### src/rtl/audipus_regs_pkg.sv
// Shared definitions for the CPU-facing SPI register slice of the audio pipeline:
// register addresses, the taps reset value and the SPI frame state machine encoding.
package audipus_regs_pkg;

  localparam logic [6:0] ADDR_AUDIO_CONTROL   = 7'h00;
  localparam logic [6:0] ADDR_FILTER_SELECT   = 7'h01;
  localparam logic [6:0] ADDR_TAPS_PER_FILTER = 7'h02;
  localparam logic [6:0] ADDR_COEF_WR_LSB     = 7'h03;
  localparam logic [6:0] ADDR_COEF_WR_MSB     = 7'h04;
  localparam logic [6:0] ADDR_EQ_WR_LSB       = 7'h05;
  localparam logic [6:0] ADDR_EQ_WR_MSB       = 7'h06;
  localparam logic [6:0] ADDR_AUDIO_STATUS    = 7'h07;
  localparam logic [6:0] ADDR_TEST_REG        = 7'h08;
  localparam logic [6:0] ADDR_TEST_CAPTURE    = 7'h09;

  localparam logic [7:0] TAPS_RESET = 8'h20;

  typedef enum logic [1:0] {
    ST_IDLE,
    ST_ADDR,
    ST_WR,
    ST_RD
  } spi_state_t;

endpackage

### src/rtl/spi_byte_shifter.sv
// Oversampling SPI mode-0 byte engine: synchronizes the pins into clk, detects sclk edges,
// assembles received bytes and shifts out a byte that the register file loads on demand.
module spi_byte_shifter #(
  parameter int SYNC_STAGES = 2
) (
  input  logic       clk,
  input  logic       reset_n,
  input  logic       spi_cs_n,
  input  logic       spi_sclk,
  input  logic       spi_mosi,
  input  logic       load_tx,
  input  logic [7:0] tx_byte,
  output logic       cs_n_s,
  output logic       cs_fall,
  output logic       byte_done,
  output logic [7:0] rx_byte,
  output logic       miso_bit
);

  logic [SYNC_STAGES-1:0] cs_sync;
  logic [SYNC_STAGES-1:0] sclk_sync;
  logic [SYNC_STAGES-1:0] mosi_sync;
  logic                   cs_q;
  logic                   sclk_q;
  logic                   sclk_s;
  logic                   mosi_s;
  logic                   sclk_rise;
  logic                   sclk_fall;
  logic [2:0]             bit_cnt;
  logic [6:0]             rx_shift;
  logic [7:0]             tx_shift;

  assign cs_n_s    = cs_sync[SYNC_STAGES-1];
  assign sclk_s    = sclk_sync[SYNC_STAGES-1];
  assign mosi_s    = mosi_sync[SYNC_STAGES-1];
  assign sclk_rise = sclk_s & ~sclk_q;
  assign sclk_fall = ~sclk_s & sclk_q;
  assign cs_fall   = cs_q & ~cs_n_s;
  assign miso_bit  = tx_shift[7];

  // cs_n resets to "selected" so that a reset released mid-frame cannot look like a new frame start
  always_ff @(posedge clk or negedge reset_n) begin
    if (!reset_n) begin
      cs_sync   <= '0;
      sclk_sync <= '0;
      mosi_sync <= '0;
      cs_q      <= 1'b0;
      sclk_q    <= 1'b0;
    end else begin
      cs_sync   <= (cs_sync << 1) | SYNC_STAGES'(spi_cs_n);
      sclk_sync <= (sclk_sync << 1) | SYNC_STAGES'(spi_sclk);
      mosi_sync <= (mosi_sync << 1) | SYNC_STAGES'(spi_mosi);
      cs_q      <= cs_n_s;
      sclk_q    <= sclk_s;
    end
  end

  always_ff @(posedge clk or negedge reset_n) begin
    if (!reset_n) begin
      bit_cnt   <= '0;
      rx_shift  <= '0;
      rx_byte   <= '0;
      byte_done <= 1'b0;
    end else begin
      byte_done <= 1'b0;
      if (cs_n_s) begin
        bit_cnt <= '0;
      end else if (sclk_rise) begin
        rx_shift <= {rx_shift[5:0], mosi_s};
        bit_cnt  <= bit_cnt + 3'd1;
        if (bit_cnt == 3'd7) begin
          rx_byte   <= {rx_shift, mosi_s};
          byte_done <= 1'b1;
        end
      end
    end
  end

  // A falling edge with bit_cnt at zero always follows a completed byte, so that is the load slot
  always_ff @(posedge clk or negedge reset_n) begin
    if (!reset_n) begin
      tx_shift <= '0;
    end else if (cs_n_s) begin
      tx_shift <= '0;
    end else if (sclk_fall) begin
      if (load_tx && (bit_cnt == 3'd0)) begin
        tx_shift <= tx_byte;
      end else begin
        tx_shift <= {tx_shift[6:0], 1'b0};
      end
    end
  end

endmodule

### src/rtl/cpu_spi_regs.sv
// CPU-facing SPI slave and control register file for the audio stage: decodes
// {rw, addr} frames with auto-increment, drives the write strobes and returns status/capture data.
module cpu_spi_regs #(
  parameter int         SYNC_STAGES = 2,
  parameter logic [7:0] TAPS_RESET  = audipus_regs_pkg::TAPS_RESET
) (
  input  logic       clk,
  input  logic       reset_n,
  input  logic       spi_cs_n,
  input  logic       spi_sclk,
  input  logic       spi_mosi,
  output logic       spi_miso,
  input  logic [7:0] audio_status,
  input  logic       test_dout_valid,
  input  logic [7:0] test_data_out,
  output logic [7:0] audio_control,
  output logic [7:0] filter_select,
  output logic [7:0] taps_per_filter,
  output logic [7:0] coef_wr_lsb_data,
  output logic [7:0] coef_wr_msb_data,
  output logic [7:0] eq_wr_lsb_data,
  output logic [7:0] eq_wr_msb_data,
  output logic [7:0] test_reg,
  output logic       coef_wr_en,
  output logic       eq_wr_en
);

  import audipus_regs_pkg::*;

  spi_state_t state;
  logic [6:0] addr;
  logic       armed;
  logic       coef_fire;
  logic       eq_fire;
  logic [7:0] test_capture;
  logic [7:0] tx_byte;
  logic       load_tx;
  logic       cs_n_s;
  logic       cs_fall;
  logic       byte_done;
  logic [7:0] rx_byte;
  logic       miso_bit;

  assign load_tx = (state == ST_RD);

  spi_byte_shifter #(
    .SYNC_STAGES(SYNC_STAGES)
  ) u_shifter (
    .clk       (clk),
    .reset_n   (reset_n),
    .spi_cs_n  (spi_cs_n),
    .spi_sclk  (spi_sclk),
    .spi_mosi  (spi_mosi),
    .load_tx   (load_tx),
    .tx_byte   (tx_byte),
    .cs_n_s    (cs_n_s),
    .cs_fall   (cs_fall),
    .byte_done (byte_done),
    .rx_byte   (rx_byte),
    .miso_bit  (miso_bit)
  );

  // audio_status is read live here; the shifter captures it only at the load slot
  always_comb begin
    tx_byte = 8'h00;
    case (addr)
      ADDR_AUDIO_CONTROL:   tx_byte = audio_control;
      ADDR_FILTER_SELECT:   tx_byte = filter_select;
      ADDR_TAPS_PER_FILTER: tx_byte = taps_per_filter;
      ADDR_COEF_WR_LSB:     tx_byte = coef_wr_lsb_data;
      ADDR_COEF_WR_MSB:     tx_byte = coef_wr_msb_data;
      ADDR_EQ_WR_LSB:       tx_byte = eq_wr_lsb_data;
      ADDR_EQ_WR_MSB:       tx_byte = eq_wr_msb_data;
      ADDR_AUDIO_STATUS:    tx_byte = audio_status;
      ADDR_TEST_REG:        tx_byte = test_reg;
      ADDR_TEST_CAPTURE:    tx_byte = test_capture;
      default:              tx_byte = 8'h00;
    endcase
  end

  // armed only sets once cs_n is seen high, so a frame cut by reset is ignored until reselect
  always_ff @(posedge clk or negedge reset_n) begin
    if (!reset_n) begin
      state            <= ST_IDLE;
      addr             <= '0;
      armed            <= 1'b0;
      coef_fire        <= 1'b0;
      eq_fire          <= 1'b0;
      coef_wr_en       <= 1'b0;
      eq_wr_en         <= 1'b0;
      audio_control    <= 8'h00;
      filter_select    <= 8'h00;
      taps_per_filter  <= TAPS_RESET;
      coef_wr_lsb_data <= 8'h00;
      coef_wr_msb_data <= 8'h00;
      eq_wr_lsb_data   <= 8'h00;
      eq_wr_msb_data   <= 8'h00;
      test_reg         <= 8'h00;
    end else begin
      coef_fire  <= 1'b0;
      eq_fire    <= 1'b0;
      coef_wr_en <= coef_fire;
      eq_wr_en   <= eq_fire;
      if (cs_n_s) begin
        state <= ST_IDLE;
        armed <= 1'b1;
      end else begin
        case (state)
          ST_IDLE: begin
            if (cs_fall && armed) begin
              state <= ST_ADDR;
            end
          end
          ST_ADDR: begin
            if (byte_done) begin
              addr  <= rx_byte[6:0];
              state <= rx_byte[7] ? ST_RD : ST_WR;
            end
          end
          ST_WR: begin
            if (byte_done) begin
              addr <= addr + 7'd1;
              case (addr)
                ADDR_AUDIO_CONTROL:   audio_control    <= rx_byte;
                ADDR_FILTER_SELECT:   filter_select    <= rx_byte;
                ADDR_TAPS_PER_FILTER: taps_per_filter  <= rx_byte;
                ADDR_COEF_WR_LSB:     coef_wr_lsb_data <= rx_byte;
                ADDR_COEF_WR_MSB: begin
                  coef_wr_msb_data <= rx_byte;
                  coef_fire        <= 1'b1;
                end
                ADDR_EQ_WR_LSB:       eq_wr_lsb_data   <= rx_byte;
                ADDR_EQ_WR_MSB: begin
                  eq_wr_msb_data <= rx_byte;
                  eq_fire        <= 1'b1;
                end
                ADDR_TEST_REG:        test_reg         <= rx_byte;
                default: ;
              endcase
            end
          end
          ST_RD: begin
            if (byte_done) begin
              addr <= addr + 7'd1;
            end
          end
          default: state <= ST_IDLE;
        endcase
      end
    end
  end

  always_ff @(posedge clk or negedge reset_n) begin
    if (!reset_n) begin
      test_capture <= 8'h00;
    end else if (test_dout_valid) begin
      test_capture <= test_data_out;
    end
  end

  always_ff @(posedge clk or negedge reset_n) begin
    if (!reset_n) begin
      spi_miso <= 1'b0;
    end else begin
      spi_miso <= (state == ST_RD) ? miso_bit : 1'b0;
    end
  end

endmodule
### config.mk
export PLATFORM = sky130hd
export DESIGN_NAME = cpu_spi_regs
export DESIGN_NICKNAME = d
export VERILOG_FILES = /design/src/rtl/audipus_regs_pkg.sv /design/src/rtl/spi_byte_shifter.sv /design/src/rtl/cpu_spi_regs.sv
export SDC_FILE = /design/constraint.sdc
export NUM_CORES = 1
export LEC_CHECK = 0
export CORE_MARGIN = 1.5
export CORE_UTILIZATION = 58
export DETAILED_ROUTE_END_ITERATION = 8
export MAX_ROUTING_LAYER = met4
export PLACE_DENSITY = 0.86
export SYNTH_ARGS = -nofsm -noshare
export SYNTH_HDL_FRONTEND = slang
export SYNTH_HIERARCHICAL = 1
export SYNTH_SLANG_ARGS = --single-unit
### constraint.sdc
create_clock -name clk -period 5.8 [get_ports clk]
set_clock_uncertainty 0.1 [all_clocks]
set_input_delay 1.16 -clock clk [delete_from_list [all_inputs] [get_ports clk]]
set_output_delay 1.16 -clock clk [all_outputs]
set_load 0.05 [all_outputs]
==> results.sh <==
export IMPL_synth_ff_type="dfrtp_1"
export IMPL_start_util=0.597
export IMPL_finalCritPeriodShare=0.538
export IMPL_async_flop_share=1.00
export IMPL_outcome="completed"
export IMPL_p_seq_frac=0.456
export IMPL_fin_area_um2=6990
export IMPL_critPathKind="reg -> out"
export IMPL_r2r_start="addr[2]"
export IMPL_drv_slew=0
export IMPL_cp_slowest_stage_delay_ns=0.80
export IMPL_grt_ovfl_total=0
export IMPL_coreArea_um2=9200
export IMPL_hold_viol_final=0
export IMPL_p_int_uw=1530
export IMPL_worst_path_dominant_cell_family="buffers and inverters"
export IMPL_clockBufferDepth=2
export IMPL_min_from="eq_fire"
export IMPL_rows=35
export IMPL_synth_area_per_cell_um2=13.3
export IMPL_holdBufCountCts=0
export IMPL_relSlewSlack=0.308
export IMPL_drtIter0Drc=219
export IMPL_worstPathArrival_ns=1.86
export IMPL_fin_setup_tns_ns=0
export IMPL_drive_above_1_share=0.260
export IMPL_io_buffers=88
export IMPL_setup_violations=0
export IMPL_p_comb_frac=0.035
export IMPL_num_vias=3947
export IMPL_wirelength_um=13800
export IMPL_min_delay_path_depth=0
export IMPL_post_cts_resized=0
export IMPL_grt_pass1_wl_um=21800
export IMPL_clk_pin_slew_ns=0.06
export IMPL_worst_r2r_cell_count=7
export IMPL_yosys_warnings=6
export IMPL_leakage_uw=0.00317
export IMPL_diodes=0
export IMPL_grt_pass1_vias=4018
export IMPL_nFillCells=562
export IMPL_fp_dieH_um=100
export IMPL_dieArea_um2=10100
export IMPL_swShare=0.227
export IMPL_crit_required_ns=4.54
export IMPL_cts_buffers=17
export IMPL_post_synth_instance_area_um2=5490
export IMPL_p_sw_uw=451
export IMPL_rsz0062_at_grt="false"
export IMPL_grt_max_degree=70
export IMPL_critPathSlowestCell="clkdlybuf4s50_1"
export IMPL_synth_seq_cells=122
export IMPL_synthToLayoutAreaGrowth_pct=27.3
export IMPL_synth_area_leaders="dfrtp_1 55%, mux2_2 16%, mux2i_1 3.3%"
export IMPL_ir_drop_mv=0.225
export IMPL_cts_tree="yes"
export IMPL_synth_edf_count=0
export IMPL_io_pins=89
export IMPL_synth_top_area_cell="dfrtp_1"
export IMPL_nets=532
export IMPL_drc=0
export IMPL_holdCritPathClass="reg -> reg"
export IMPL_seq_area_frac_synth=0.556
export IMPL_fin_util=0.760
export IMPL_cts_setup_buffers=0
export IMPL_viasPerCell=6.30
export IMPL_min_to="eq_wr_en"
export IMPL_dpl_cell_area_um2=6430
export IMPL_wl_per_cell_um=21.9
export IMPL_synth_top_area_frac=0.551
export IMPL_syn_nets=441
export IMPL_path_max_fanout=3
export IMPL_clk_latency_ns=0.53
export IMPL_fin_ws_ns=2.68
export IMPL_crit_chain="clkdlybuf4s50_1"
export IMPL_synth_cell_types=44
export IMPL_pwr_share_clk=0.509
export IMPL_cts_root_buf="clkbuf_8"
export IMPL_worst_slew_pin_slew_ns=1.03
export IMPL_power_density_nw_per_um2=283
export IMPL_worstSetupStartpointType="flop"
export IMPL_dieWidth_um=100
export IMPL_rrSetupSlack_ns=3.17
export IMPL_cts_max_level=4
export IMPL_numClockSinks=122
export IMPL_antenna_found_initial=0
export IMPL_grt_usage=0.301
export IMPL_gp_congestion=0.888
export IMPL_critPathBufInv=1
export IMPL_dr_pass1_iters=5
export IMPL_fin_crit_ns=3.12
export IMPL_max_cap_violations=0
export IMPL_syn_inst=412
export IMPL_end_kind="output port"
export IMPL_r2r_end="u_shifter/tx_shift[2]"
export IMPL_dp_hpwl_um=8960
export IMPL_fmax_mhz=320
export IMPL_drt_antenna_violating_nets=0
export IMPL_dp_worst_setup_slack_ns=3.11
metal layers:
metal  track usage  vias up  share of wire
met4         0.121        0          0.026
met1         0.395     2022           0.43
met2         0.456      183           0.48
met5             -        -              0
li1              -     1700              -
met3        0.0731       42          0.061
final cells by class:
class	instances	area, µm²	area share
flip-flops and latches	122	3050	0.437
well taps	111	139	0.0199
multi-input cells	263	2310	0.330
clock buffers	18	418	0.0598
clock inverters	14	148	0.0211
inverters	9	33.8	0.00483
repair buffers	90	893	0.128
power groups by stage:
stage	registers [µW]	logic [µW]	clock network [µW]
after floorplan	909	36.6	0
after global placement	916	67.5	0
after detailed placement	918	70.8	0
after CTS	904	71.5	1010
after global routing	908	77.8	1050
final	904	69.8	1010
through the flow:
| stage | std cells | hold WS (ns) | power, µW |
|---|---|---|---|
| finish | 627 | 0.250 | 1980 |
| detailed placement | 595 | 0.237 | 989 |
| global route | 627 | 0.256 | 2040 |
| floorplan | 412 | 0.231 | 946 |
| CTS | 627 | 0.250 | 1990 |
| global placement | 595 | 0.234 | 984 |
cells in the final DEF, fill, tap and decap left out, types with 2 or more instances in the layout:
cell             count
o21ai_0              8
or2_2                3
clkbuf_16           16
a22oi_1             15
nor3_1              10
o2bb2ai_1            7
inv_1                9
a21oi_1             11
nand4_1              8
clkinvlp_4           5
ha_1                 7
a2bb2oi_1            2
nor4_4               2
mux2i_1             18
and3b_1              2
dfrtp_1            121
buf_4                3
or4b_1               3
nand2b_1             6
mux2_4               8
nor2_4               2
nand2_1             18
a221oi_1             9
bufinv_16            2
mux2_1               8
nor3b_4              2
nand3_1              5
clkinv_2             3
clkdlybuf4s50_1     87
inv_6                3
mux2_2              78
nor2_1              13
o22ai_1              4
nor2b_1              3
synthesized netlist by cell type (8+ instances only):
library cell and instances:
nor2_1 13, nand4_1 8, a22oi_1 15, mux2_2 78
nor3_1 10, a21oi_1 11, inv_1 9, o21ai_0 8
mux2_1 8, nand2_1 18, mux2i_1 18, dfrtp_1 121
a221oi_1 9, mux2_4 8
kinds of logic (layout without fill, tap and decap cells):
group,Yosys count,count (layout),synth area share
AOI/OAI and AO/OA,58,58,0.0742
xor gates and xnor gates,1,1,0.00159
adders and majority gates,7,7,0.0159
buffers and inverters,27,131,0.0241
DFF,122,122,0.556
muxes,112,112,0.231
and+or+nand+nor,85,85,0.0972
how the worst max path moves through the flow:
stage                             from                  to  slack (ns)  cells past startpoint
global placement               reset_n   eq_wr_msb_data[1]        3.16                      2
floorplan                      addr[1]    filter_select[0]        3.60                      7
CTS                 taps_per_filter[5]  taps_per_filter[5]        2.67                      1
detailed placement             reset_n             eq_fire        3.11                      2
global route        taps_per_filter[5]  taps_per_filter[5]        2.64                      1
finish              taps_per_filter[5]  taps_per_filter[5]        2.68                      1
Power figures use the tool's default switching activity.
